### src/rtl/proc_pkg.sv
// Shared definitions for the unidade_controle control unit: opcodes, ALU codes,
// instruction field positions, FSM states and the decoded control bundle.
package proc_pkg;

  localparam logic [5:0] OpR    = 6'h00;
  localparam logic [5:0] OpAddi = 6'h08;
  localparam logic [5:0] OpLi   = 6'h0F;
  localparam logic [5:0] OpLw   = 6'h23;
  localparam logic [5:0] OpSw   = 6'h2B;
  localparam logic [5:0] OpBeq  = 6'h04;
  localparam logic [5:0] OpBne  = 6'h05;
  localparam logic [5:0] OpJ    = 6'h02;
  localparam logic [5:0] OpJal  = 6'h03;
  localparam logic [5:0] OpPush = 6'h38;
  localparam logic [5:0] OpPop  = 6'h39;
  localparam logic [5:0] OpNop  = 6'h3F;

  localparam logic [3:0] AluAdd = 4'h2;
  localparam logic [3:0] AluSub = 4'h6;

  localparam int unsigned OpMsb    = 31;
  localparam int unsigned OpLsb    = 26;
  localparam int unsigned FunctMsb = 3;
  localparam int unsigned TgtMsb   = 25;
  localparam int unsigned RsLsb    = 20;
  localparam int unsigned RtMsb    = 19;
  localparam int unsigned RtLsb    = 14;
  localparam int unsigned RdMsb    = 13;
  localparam int unsigned RdLsb    = 8;
  localparam int unsigned ImmMsb   = 13;

  typedef enum logic [2:0] {StFetch, StDecode, StExec, StMem, StWb} state_e;

  typedef struct packed {
    logic [3:0] alu_op;
    logic       alu_src;
    logic       sum_zero;
    logic       ula_data;
    logic       jump;
    logic       link;
    logic       nop;
    logic       illegal;
    logic       branch;
    logic       branch_ne;
    logic       mem;
    logic       store;
    logic       stack;
  } ctrl_t;

  function automatic logic [31:0] sext_imm(input logic [ImmMsb:0] imm);
    return {{(31 - ImmMsb){imm[ImmMsb]}}, imm};
  endfunction

endpackage

### src/rtl/unidade_controle_if.sv
// Fetch/data handshakes and datapath control bundle between unidade_controle
// (master) and the register-bank/ALU datapath plus memories (slave).
interface unidade_controle_if;
  logic        imem_req;
  logic        imem_ack;
  logic [31:0] imem_data;
  logic [31:0] pc;
  logic        dmem_req;
  logic        dmem_we;
  logic        dmem_ack;
  logic        Zero;
  logic [5:0]  RS;
  logic [5:0]  RT;
  logic [5:0]  RD;
  logic [31:0] imediato;
  logic [3:0]  ALUOp;
  logic        ALUSrc;
  logic        SumZero;
  logic        ULAData;
  logic        RegWrite;
  logic        NOP;
  logic        StackOP;
  logic        JAL;
  logic        illegal;

  modport master (
    output imem_req, pc, dmem_req, dmem_we, RS, RT, RD, imediato, ALUOp, ALUSrc, SumZero,
           ULAData, RegWrite, NOP, StackOP, JAL, illegal,
    input  imem_ack, imem_data, dmem_ack, Zero
  );

  modport slave (
    input  imem_req, pc, dmem_req, dmem_we, RS, RT, RD, imediato, ALUOp, ALUSrc, SumZero,
           ULAData, RegWrite, NOP, StackOP, JAL, illegal,
    output imem_ack, imem_data, dmem_ack, Zero
  );
endinterface

### src/rtl/decodificador.sv
// Combinational opcode/funct decoder for unidade_controle. BNE is decoded only
// when UCTRL_BNE_EN is defined; otherwise opcode 6'h05 is flagged illegal.
module decodificador
  import proc_pkg::*;
(
  input  logic [5:0]        opcode,
  input  logic [FunctMsb:0] funct,
  output ctrl_t             ctrl
);

  always_comb begin
    ctrl          = '0;
    ctrl.alu_op   = AluAdd;
    ctrl.ula_data = 1'b1;
    case (opcode)
      OpR:    ctrl.alu_op = funct;
      OpAddi: ctrl.alu_src = 1'b1;
      OpLi: begin
        // Zero + immediate: X comes from the forced zero operand, not dado1
        ctrl.alu_src  = 1'b1;
        ctrl.sum_zero = 1'b1;
        ctrl.ula_data = 1'b0;
      end
      OpLw: begin
        ctrl.alu_src = 1'b1;
        ctrl.mem     = 1'b1;
      end
      OpSw: begin
        ctrl.alu_src = 1'b1;
        ctrl.mem     = 1'b1;
        ctrl.store   = 1'b1;
      end
      OpBeq: begin
        ctrl.alu_op = AluSub;
        ctrl.branch = 1'b1;
      end
`ifdef UCTRL_BNE_EN
      OpBne: begin
        ctrl.alu_op    = AluSub;
        ctrl.branch    = 1'b1;
        ctrl.branch_ne = 1'b1;
      end
`endif
      OpJ:   ctrl.jump = 1'b1;
      OpJal: ctrl.link = 1'b1;
      OpPush: begin
        ctrl.mem   = 1'b1;
        ctrl.store = 1'b1;
        ctrl.stack = 1'b1;
      end
      OpPop: begin
        ctrl.mem   = 1'b1;
        ctrl.stack = 1'b1;
      end
      OpNop:   ctrl.nop = 1'b1;
      default: ctrl.illegal = 1'b1;
    endcase
  end

endmodule

### src/rtl/unidade_controle.sv
// Multi-cycle control unit: fetch, decode and per-phase datapath control with PC
// ownership. Every output is a flop. UCTRL_BNE_EN enables BNE decoding.
module unidade_controle
  import proc_pkg::*;
#(
  parameter logic [31:0] RESET_PC = 32'h0000_0000
) (
  input logic                clock,
  input logic                reset_n,
  unidade_controle_if.master bus
);

  state_e            state_q, state_d;
  logic [31:0]       pc_q, pc_d;
  logic [TgtMsb:0]   ir_q, ir_d;
  ctrl_t             ctrl_q, ctrl_d, dec_ctrl;
  logic              illegal_q, illegal_d;
  logic              imem_req_q, imem_req_d;
  logic              dmem_req_q, dmem_req_d;
  logic              dmem_we_q, dmem_we_d;
  logic              stack_op_q, stack_op_d;
  logic              reg_write_q, reg_write_d;
  logic              nop_q, nop_d;
  logic              jal_q, jal_d;
  logic [3:0]        alu_op_q, alu_op_d;
  logic              alu_src_q, alu_src_d;
  logic              sum_zero_q, sum_zero_d;
  logic              ula_data_q, ula_data_d;
  logic              fetch_ack;
  logic [31:0]       imm32, pc_plus4;

  decodificador u_dec (
    .opcode (bus.imem_data[OpMsb:OpLsb]),
    .funct  (bus.imem_data[FunctMsb:0]),
    .ctrl   (dec_ctrl)
  );

  assign imm32     = sext_imm(ir_q[ImmMsb:0]);
  assign pc_plus4  = pc_q + 32'd4;
  assign fetch_ack = (state_q == StFetch) && imem_req_q && bus.imem_ack;

  always_comb begin
    state_d    = state_q;
    pc_d       = pc_q;
    ir_d       = ir_q;
    ctrl_d     = ctrl_q;
    illegal_d  = illegal_q;
    alu_op_d   = alu_op_q;
    alu_src_d  = alu_src_q;
    sum_zero_d = sum_zero_q;
    ula_data_d = ula_data_q;

    unique case (state_q)
      StFetch: begin
        if (fetch_ack) begin
          state_d   = StDecode;
          ir_d      = bus.imem_data[TgtMsb:0];
          ctrl_d    = dec_ctrl;
          illegal_d = illegal_q | dec_ctrl.illegal;
        end
      end
      StDecode: begin
        if (ctrl_q.jump || ctrl_q.link) begin
          pc_d    = {pc_q[31:28], ir_q, 2'b00};
          state_d = StFetch;
        end else if (ctrl_q.nop || ctrl_q.illegal) begin
          pc_d    = pc_plus4;
          state_d = StFetch;
        end else begin
          state_d    = StExec;
          alu_op_d   = ctrl_q.alu_op;
          alu_src_d  = ctrl_q.alu_src;
          sum_zero_d = ctrl_q.sum_zero;
          ula_data_d = ctrl_q.ula_data;
        end
      end
      StExec: begin
        if (ctrl_q.branch) begin
          // BEQ taken on Zero, BNE taken on !Zero
          if (bus.Zero ^ ctrl_q.branch_ne) begin
            pc_d = pc_plus4 + {imm32[29:0], 2'b00};
          end else begin
            pc_d = pc_plus4;
          end
          state_d = StFetch;
        end else if (ctrl_q.mem) begin
          state_d = StMem;
        end else begin
          state_d = StWb;
        end
      end
      StMem: begin
        if (dmem_req_q && bus.dmem_ack) begin
          if (ctrl_q.store) begin
            pc_d    = pc_plus4;
            state_d = StFetch;
          end else begin
            state_d = StWb;
          end
        end
      end
      StWb: begin
        pc_d    = pc_plus4;
        state_d = StFetch;
      end
      default: state_d = StFetch;
    endcase

    // Registered outputs reflect the state being entered; DECODE strobes use
    // the word being latched so they appear while pc still holds its address.
    imem_req_d  = (state_d == StFetch);
    dmem_req_d  = (state_d == StMem);
    dmem_we_d   = (state_d == StMem) && ctrl_q.store;
    stack_op_d  = ctrl_q.stack && ((state_d == StMem) || (state_d == StWb));
    jal_d       = fetch_ack && dec_ctrl.link;
    nop_d       = fetch_ack && (dec_ctrl.nop || dec_ctrl.illegal);
    reg_write_d = jal_d || ((state_q != StWb) && (state_d == StWb));
  end

  always_ff @(posedge clock or negedge reset_n) begin
    if (!reset_n) begin
      state_q     <= StFetch;
      pc_q        <= RESET_PC;
      ir_q        <= '0;
      ctrl_q      <= '0;
      illegal_q   <= 1'b0;
      imem_req_q  <= 1'b0;
      dmem_req_q  <= 1'b0;
      dmem_we_q   <= 1'b0;
      stack_op_q  <= 1'b0;
      reg_write_q <= 1'b0;
      nop_q       <= 1'b0;
      jal_q       <= 1'b0;
      alu_op_q    <= '0;
      alu_src_q   <= 1'b0;
      sum_zero_q  <= 1'b0;
      ula_data_q  <= 1'b0;
    end else begin
      state_q     <= state_d;
      pc_q        <= pc_d;
      ir_q        <= ir_d;
      ctrl_q      <= ctrl_d;
      illegal_q   <= illegal_d;
      imem_req_q  <= imem_req_d;
      dmem_req_q  <= dmem_req_d;
      dmem_we_q   <= dmem_we_d;
      stack_op_q  <= stack_op_d;
      reg_write_q <= reg_write_d;
      nop_q       <= nop_d;
      jal_q       <= jal_d;
      alu_op_q    <= alu_op_d;
      alu_src_q   <= alu_src_d;
      sum_zero_q  <= sum_zero_d;
      ula_data_q  <= ula_data_d;
    end
  end

  assign bus.imem_req = imem_req_q;
  assign bus.pc       = pc_q;
  assign bus.dmem_req = dmem_req_q;
  assign bus.dmem_we  = dmem_we_q;
  assign bus.RS       = ir_q[TgtMsb:RsLsb];
  assign bus.RT       = ir_q[RtMsb:RtLsb];
  assign bus.RD       = ir_q[RdMsb:RdLsb];
  assign bus.imediato = imm32;
  assign bus.ALUOp    = alu_op_q;
  assign bus.ALUSrc   = alu_src_q;
  assign bus.SumZero  = sum_zero_q;
  assign bus.ULAData  = ula_data_q;
  assign bus.RegWrite = reg_write_q;
  assign bus.NOP      = nop_q;
  assign bus.StackOP  = stack_op_q;
  assign bus.JAL      = jal_q;
  assign bus.illegal  = illegal_q;

endmodule

### src/flat_wrapper.sv
// flat-port wrapper written by rule: the top's interface ports become plain ports
module unidade_controle_flat import proc_pkg::*;
#(
  parameter logic [31:0] RESET_PC = 32'h0000_0000
)
  (clock, reset_n, bus_imem_req, bus_pc, bus_dmem_req, bus_dmem_we, bus_RS, bus_RT, bus_RD, bus_imediato, bus_ALUOp, bus_ALUSrc, bus_SumZero, bus_ULAData, bus_RegWrite, bus_NOP, bus_StackOP, bus_JAL, bus_illegal, bus_imem_ack, bus_imem_data, bus_dmem_ack, bus_Zero);
  unidade_controle_if bus_i ();
  input logic clock;
  input logic reset_n;
  output wire logic [$bits(bus_i.imem_req)-1:0] bus_imem_req;
  output wire logic [$bits(bus_i.pc)-1:0] bus_pc;
  output wire logic [$bits(bus_i.dmem_req)-1:0] bus_dmem_req;
  output wire logic [$bits(bus_i.dmem_we)-1:0] bus_dmem_we;
  output wire logic [$bits(bus_i.RS)-1:0] bus_RS;
  output wire logic [$bits(bus_i.RT)-1:0] bus_RT;
  output wire logic [$bits(bus_i.RD)-1:0] bus_RD;
  output wire logic [$bits(bus_i.imediato)-1:0] bus_imediato;
  output wire logic [$bits(bus_i.ALUOp)-1:0] bus_ALUOp;
  output wire logic [$bits(bus_i.ALUSrc)-1:0] bus_ALUSrc;
  output wire logic [$bits(bus_i.SumZero)-1:0] bus_SumZero;
  output wire logic [$bits(bus_i.ULAData)-1:0] bus_ULAData;
  output wire logic [$bits(bus_i.RegWrite)-1:0] bus_RegWrite;
  output wire logic [$bits(bus_i.NOP)-1:0] bus_NOP;
  output wire logic [$bits(bus_i.StackOP)-1:0] bus_StackOP;
  output wire logic [$bits(bus_i.JAL)-1:0] bus_JAL;
  output wire logic [$bits(bus_i.illegal)-1:0] bus_illegal;
  input wire logic [$bits(bus_i.imem_ack)-1:0] bus_imem_ack;
  input wire logic [$bits(bus_i.imem_data)-1:0] bus_imem_data;
  input wire logic [$bits(bus_i.dmem_ack)-1:0] bus_dmem_ack;
  input wire logic [$bits(bus_i.Zero)-1:0] bus_Zero;
  assign bus_imem_req = bus_i.imem_req;
  assign bus_pc = bus_i.pc;
  assign bus_dmem_req = bus_i.dmem_req;
  assign bus_dmem_we = bus_i.dmem_we;
  assign bus_RS = bus_i.RS;
  assign bus_RT = bus_i.RT;
  assign bus_RD = bus_i.RD;
  assign bus_imediato = bus_i.imediato;
  assign bus_ALUOp = bus_i.ALUOp;
  assign bus_ALUSrc = bus_i.ALUSrc;
  assign bus_SumZero = bus_i.SumZero;
  assign bus_ULAData = bus_i.ULAData;
  assign bus_RegWrite = bus_i.RegWrite;
  assign bus_NOP = bus_i.NOP;
  assign bus_StackOP = bus_i.StackOP;
  assign bus_JAL = bus_i.JAL;
  assign bus_illegal = bus_i.illegal;
  assign bus_i.imem_ack = bus_imem_ack;
  assign bus_i.imem_data = bus_imem_data;
  assign bus_i.dmem_ack = bus_dmem_ack;
  assign bus_i.Zero = bus_Zero;
  unidade_controle #(.RESET_PC(RESET_PC)) u_core (.clock(clock), .reset_n(reset_n), .bus(bus_i));
endmodule
### config.mk
export PLATFORM = sky130hd
export DESIGN_NAME = unidade_controle_flat
export DESIGN_NICKNAME = d
export VERILOG_FILES = /design/src/rtl/proc_pkg.sv /design/src/rtl/unidade_controle_if.sv /design/src/rtl/decodificador.sv /design/src/rtl/unidade_controle.sv /design/src/flat_wrapper.sv
export SDC_FILE = /design/constraint.sdc
export NUM_CORES = 1
export LEC_CHECK = 0
export CORE_ASPECT_RATIO = 1.2
export CORE_MARGIN = 10
export CORE_UTILIZATION = 37
export CTS_BUF_LIST = sky130_fd_sc_hd__clkbuf_4 sky130_fd_sc_hd__clkbuf_8
export CTS_CLUSTER_SIZE = 30
export DETAILED_ROUTE_END_ITERATION = 16
export SLEW_MARGIN = 40
export SYNTH_ARGS = -nofsm -noshare
export SYNTH_HDL_FRONTEND = slang
export SYNTH_SLANG_ARGS = --single-unit
### constraint.sdc
create_clock -name clock -period 4.2 [get_ports clock]
set_clock_uncertainty 0.15 [all_clocks]
set_input_delay 0.42 -clock clock [delete_from_list [all_inputs] [get_ports clock]]
set_output_delay 0.42 -clock clock [all_outputs]
set_load 0.05 [all_outputs]
==> results of run 1 <==
## through the flow
step,util,total power [mW]
after detailed placement,0.467,6.61
final,0.485,7.31
after global routing,0.485,7.83
after CTS,0.481,7.30
after floorplan,-,5.15
after global placement,0.467,6.55
## state kept, by name (all words and copies together), names as in the netlist
signal	count
u_core.bus.pc	30
u_core.ir_q	26
u_core.ctrl_q	15
u_core.bus.ALUOp	4
u_core.state_q	3
u_core.bus.ALUSrc	1
u_core.bus.JAL	1
u_core.bus.NOP	1
u_core.bus.RegWrite	1
u_core.bus.StackOP	1
u_core.bus.SumZero	1
u_core.bus.ULAData	1
u_core.bus.dmem_req	1
u_core.bus.dmem_we	1
u_core.bus.illegal	1
u_core.bus.imem_req	1
## kinds of logic (layout without fill, tap and decap cells)
| family | Yosys count | count (layout) | share of synthesized area |
|---|---|---|---|
| compound gates | 177 | 177 | 0.192 |
| flops | 89 | 89 | 0.358 |
| mux | 8 | 8 | 0.0143 |
| buf+inv | 76 | 193 | 0.0631 |
| fa+ha+maj | 37 | 37 | 0.0756 |
| xor+xnor | 50 | 50 | 0.0704 |
| other cells | 1 | 2 | 0.000603 |
| simple gates | 307 | 307 | 0.226 |
## critical path, stage by stage, from the launching register on
cell	delay (ps)
dfrtp_2	430
and4_1	250
and2_4	170
and4_4	270
and4_1	230
xor2_1	280
ha_1	340
nand4_1	110
or3_1	120
a21oi_1	50
a211o_1	340
a21o_1	240
a221oi_4	310
o21bai_1	140
xnor2_1	150
o311ai_1	270
## what timing repair did
item / CTS / global route
hold buffers: 1 / 0
buffers inserted: 0 / 2
gates resized for setup: 1 / 14
endpoints found under the hold margin: 64 / 0
setup endpoints to repair: 1 / 8
## power by group
group          leakage (nW)  internal (mW)  total [mW]  switching (mW)
clock network         0.104          0.289       0.653           0.365
registers              1.12           1.16        1.54           0.383
logic                  2.32           1.83        5.11            3.29
total                  3.54           3.27        7.31            4.03
## cell usage in the layout, fill, tap and decap left out, types with 3 or more instances in the layout
master	netlist	routed
xnor2_1	36	34
dfrtp_1	89	86
o21ai_0	48	47
dfrtp_2	0	3
nor2_2	1	3
a21oi_1	43	43
o21a_1	5	5
o211ai_1	4	4
or2_2	5	4
a211oi_1	5	5
nand3_1	26	26
mux2_2	7	7
ha_1	36	36
a221oi_1	13	13
a22o_1	6	6
nor3_1	20	19
o221ai_1	4	4
clkbuf_8	0	9
a21o_1	13	13
buf_4	26	23
nor2_1	47	44
clkdlybuf4s50_1	0	130
or3_1	3	3
nand2b_1	8	8
a31oi_1	4	4
inv_1	22	22
and3_1	18	16
a221o_1	4	4
nor2b_1	4	4
nand2_1	145	145
and4_1	5	4
nand4_1	14	14
o21bai_1	3	3
xor2_1	14	14
## cell type report
cell class | count | area, um2 | area share
timing repair buffer | 155 | 1500 | 0.188
multi-input combinational | 581 | 3680 | 0.462
clock buffer | 9 | 124 | 0.0156
sequential | 89 | 2230 | 0.280
clock inverter | 7 | 86.3 | 0.0108
inverter | 22 | 82.6 | 0.0104
tap | 212 | 265 | 0.0333
## per-layer routing
layer | wire (um) | track usage
met5 | 0 | 0
met1 | 8020 | 0.193
met3 | 1230 | 0.0487
met4 | 556 | 0.0720
met2 | 10100 | 0.301
## final timing paths
kind / startpoint / endpoint / slack, ps / cells past startpoint
max: u_core.bus.pc[4]$_DFFE_PN0P_ / u_core.bus.pc[28]$_DFFE_PN0P_ / 250 / 15
min: u_core.ctrl_q[14]$_DFFE_PN0P_ / u_core.ctrl_q[14]$_DFFE_PN0P_ / 340 / 2
max reg2reg: u_core.bus.pc[4]$_DFFE_PN0P_ / u_core.bus.pc[28]$_DFFE_PN0P_ / 250 / 15
min reg2reg: u_core.ctrl_q[14]$_DFFE_PN0P_ / u_core.ctrl_q[14]$_DFFE_PN0P_ / 340 / 2
max in group asynchronous: reset_n / u_core.bus.pc[4]$_DFFE_PN0P_ / 2660 / 3
min in group asynchronous: reset_n / u_core.ir_q[11]$_DFFE_PN0P_ / 430 / 2
==> Implementation_results.wiki, run 1 <==
{| class="wikitable"
! Metric !! Value
|-
| Run status || completed
|-
| Hold slack || 336 ps
|-
| Commonest cells post-synth || nand2_1, dfrtp_1, o21ai_0
|-
| Via count || 5850
|-
| Post-synth EDFFs || 0
|-
| Pre-CTS setup slack || 7.62 ps
|-
| Instance count after placement with tap cells included || 1056
|-
| Transition time of the tightest slew-check pin || 839 ps
|-
| Height of the die || 162 um
|-
| Number of distinct standard cells referenced by the synthesized netlist || 67
|-
| Final setup slack of the worst path || 252 ps
|-
| Via density per instance || 5.44
|-
| Layout Area Growth over Synthesis || 27.9%
|-
| Share of final-layout standard cells stronger than drive strength 1 || 0.0846
|-
| Clk buf depth || 2
|-
| TritonCTS clock tree || yes
|-
| CP Capture Type || flop
|-
| Insertion delay to the later sink of the worst-skew pair || 390 ps
|-
| Area of the core || 16400 um2
|-
| Overall routing resource usage || 0.172
|-
| Element type at the critical path start || flop
|-
| Cts bufs inserted || 9
|-
| Slew Viols, Final || 0
|-
| Min cycle time layout || 3950 ps
|-
| Gp weighted congestion || 0.909
|-
| Area of all placed cells without fillers || 7960 um2
|-
| DRT Pass-1 Iters || 6
|-
| Worst supply voltage drop on vdd || 0.345 mV
|-
| # IOs || 134
|-
| Non-Filler Instances || 1075
|-
| Area fraction of the dominant cell type after synthesis || 0.358
|-
| FF+latch count, synth || 89
|-
| Most area-consuming cells after synthesis || dfrtp_1, nand2_1, ha_1
|-
| Max cap viols || 0
|-
| Worst max-slew margin expressed relative to the limit || 0.441
|-
| Ant diodes || 0
|-
| DRC errors left || 0
|-
| Initial Util || 0.379
|-
| Aggregate negative setup slack || 0 ps
|-
| Number of antenna violations at the first check in global routing || 0
|-
| Wire length of the first global-routing pass || 32000 um
|-
| Leakage dissipation || 3.54 nW
|-
| Area of the mapped netlist || 6220 um2
|-
| Number of global-route vias before repair || 5931
|-
| Power per Cell Area || 918 nW/um2
|-
| Wirelength, routed || 19900 um
|-
| Hold/Removal Path Class || reg -> reg
|-
| Cell row count || 51
|-
| Top_reg_cell synth || dfrtp_1
|-
| Largest net degree at the start of global routing || 66
|-
| Arrival time of data at the critical path endpoint || 4090 ps
|-
| DP Area || 7660 um2
|-
| Data required time of the critical path || 4340 ps
|-
| Number of I/O port buffers || 131
|-
| Final ANT Viol Nets || 0
|-
| Detailed-placement wirelength estimate || 14900 um
|-
| Most frequent cell after synthesis || nand2_1
|-
| Post-synth top area cell || dfrtp_1
|-
| Final number of setup-violating endpoints || 0
|-
| Reg clk slew, reported paths || 100 ps
|-
| Sink count of the clock tree || 89
|-
| Fraction of synthesis flops using an asynchronous set or reset pin || 1.00
|-
| Die extent in x || 138 um
|-
| Die outline area || 22400 um2
|-
| Warnings from Yosys || 0
|-
| Overflow left after global routing || 0
|-
| Crit share post-route || 0.940
|-
| Root cell of the clock tree || clkbuf_8
|-
| Wire per inst || 18.5 um
|-
| # nets final || 932
|-
| Share of the yosys chip area belonging to registers || 0.358
|-
| Number of DRC markers in iteration 0 || 297
|-
| Number of H-tree levels || 3
|-
| Largest fanout on the critical path || 7
|-
| Number of filler instances in the final layout || 1551
|-
| RSZ-0062 raised after global routing || no
|-
| Final hold violation count || 0
|-
| Start-to-end type of the worst setup path || reg -> reg
|-
| Average cell area after synthesis || 8.35 um2
|-
| Post-synthesis instance total || 745
|-
| Maximum clock frequency || 0.253 GHz
|}
No activity file was read; power rests on OpenSTA's default activity.
==> run 2, diff against run 1 <==
--- a/config.mk
+++ b/config.mk
@@ -11,6 +11,7 @@
 export CTS_BUF_LIST = sky130_fd_sc_hd__clkbuf_4 sky130_fd_sc_hd__clkbuf_8
 export CTS_CLUSTER_SIZE = 30
 export DETAILED_ROUTE_END_ITERATION = 16
+export GPL_TIMING_DRIVEN = 1
 export SLEW_MARGIN = 40
 export SYNTH_ARGS = -nofsm -noshare
 export SYNTH_HDL_FRONTEND = slang
==> results of run 2 <==
Same layout as run 1: the final DEF is identical, and so are final timing and power.
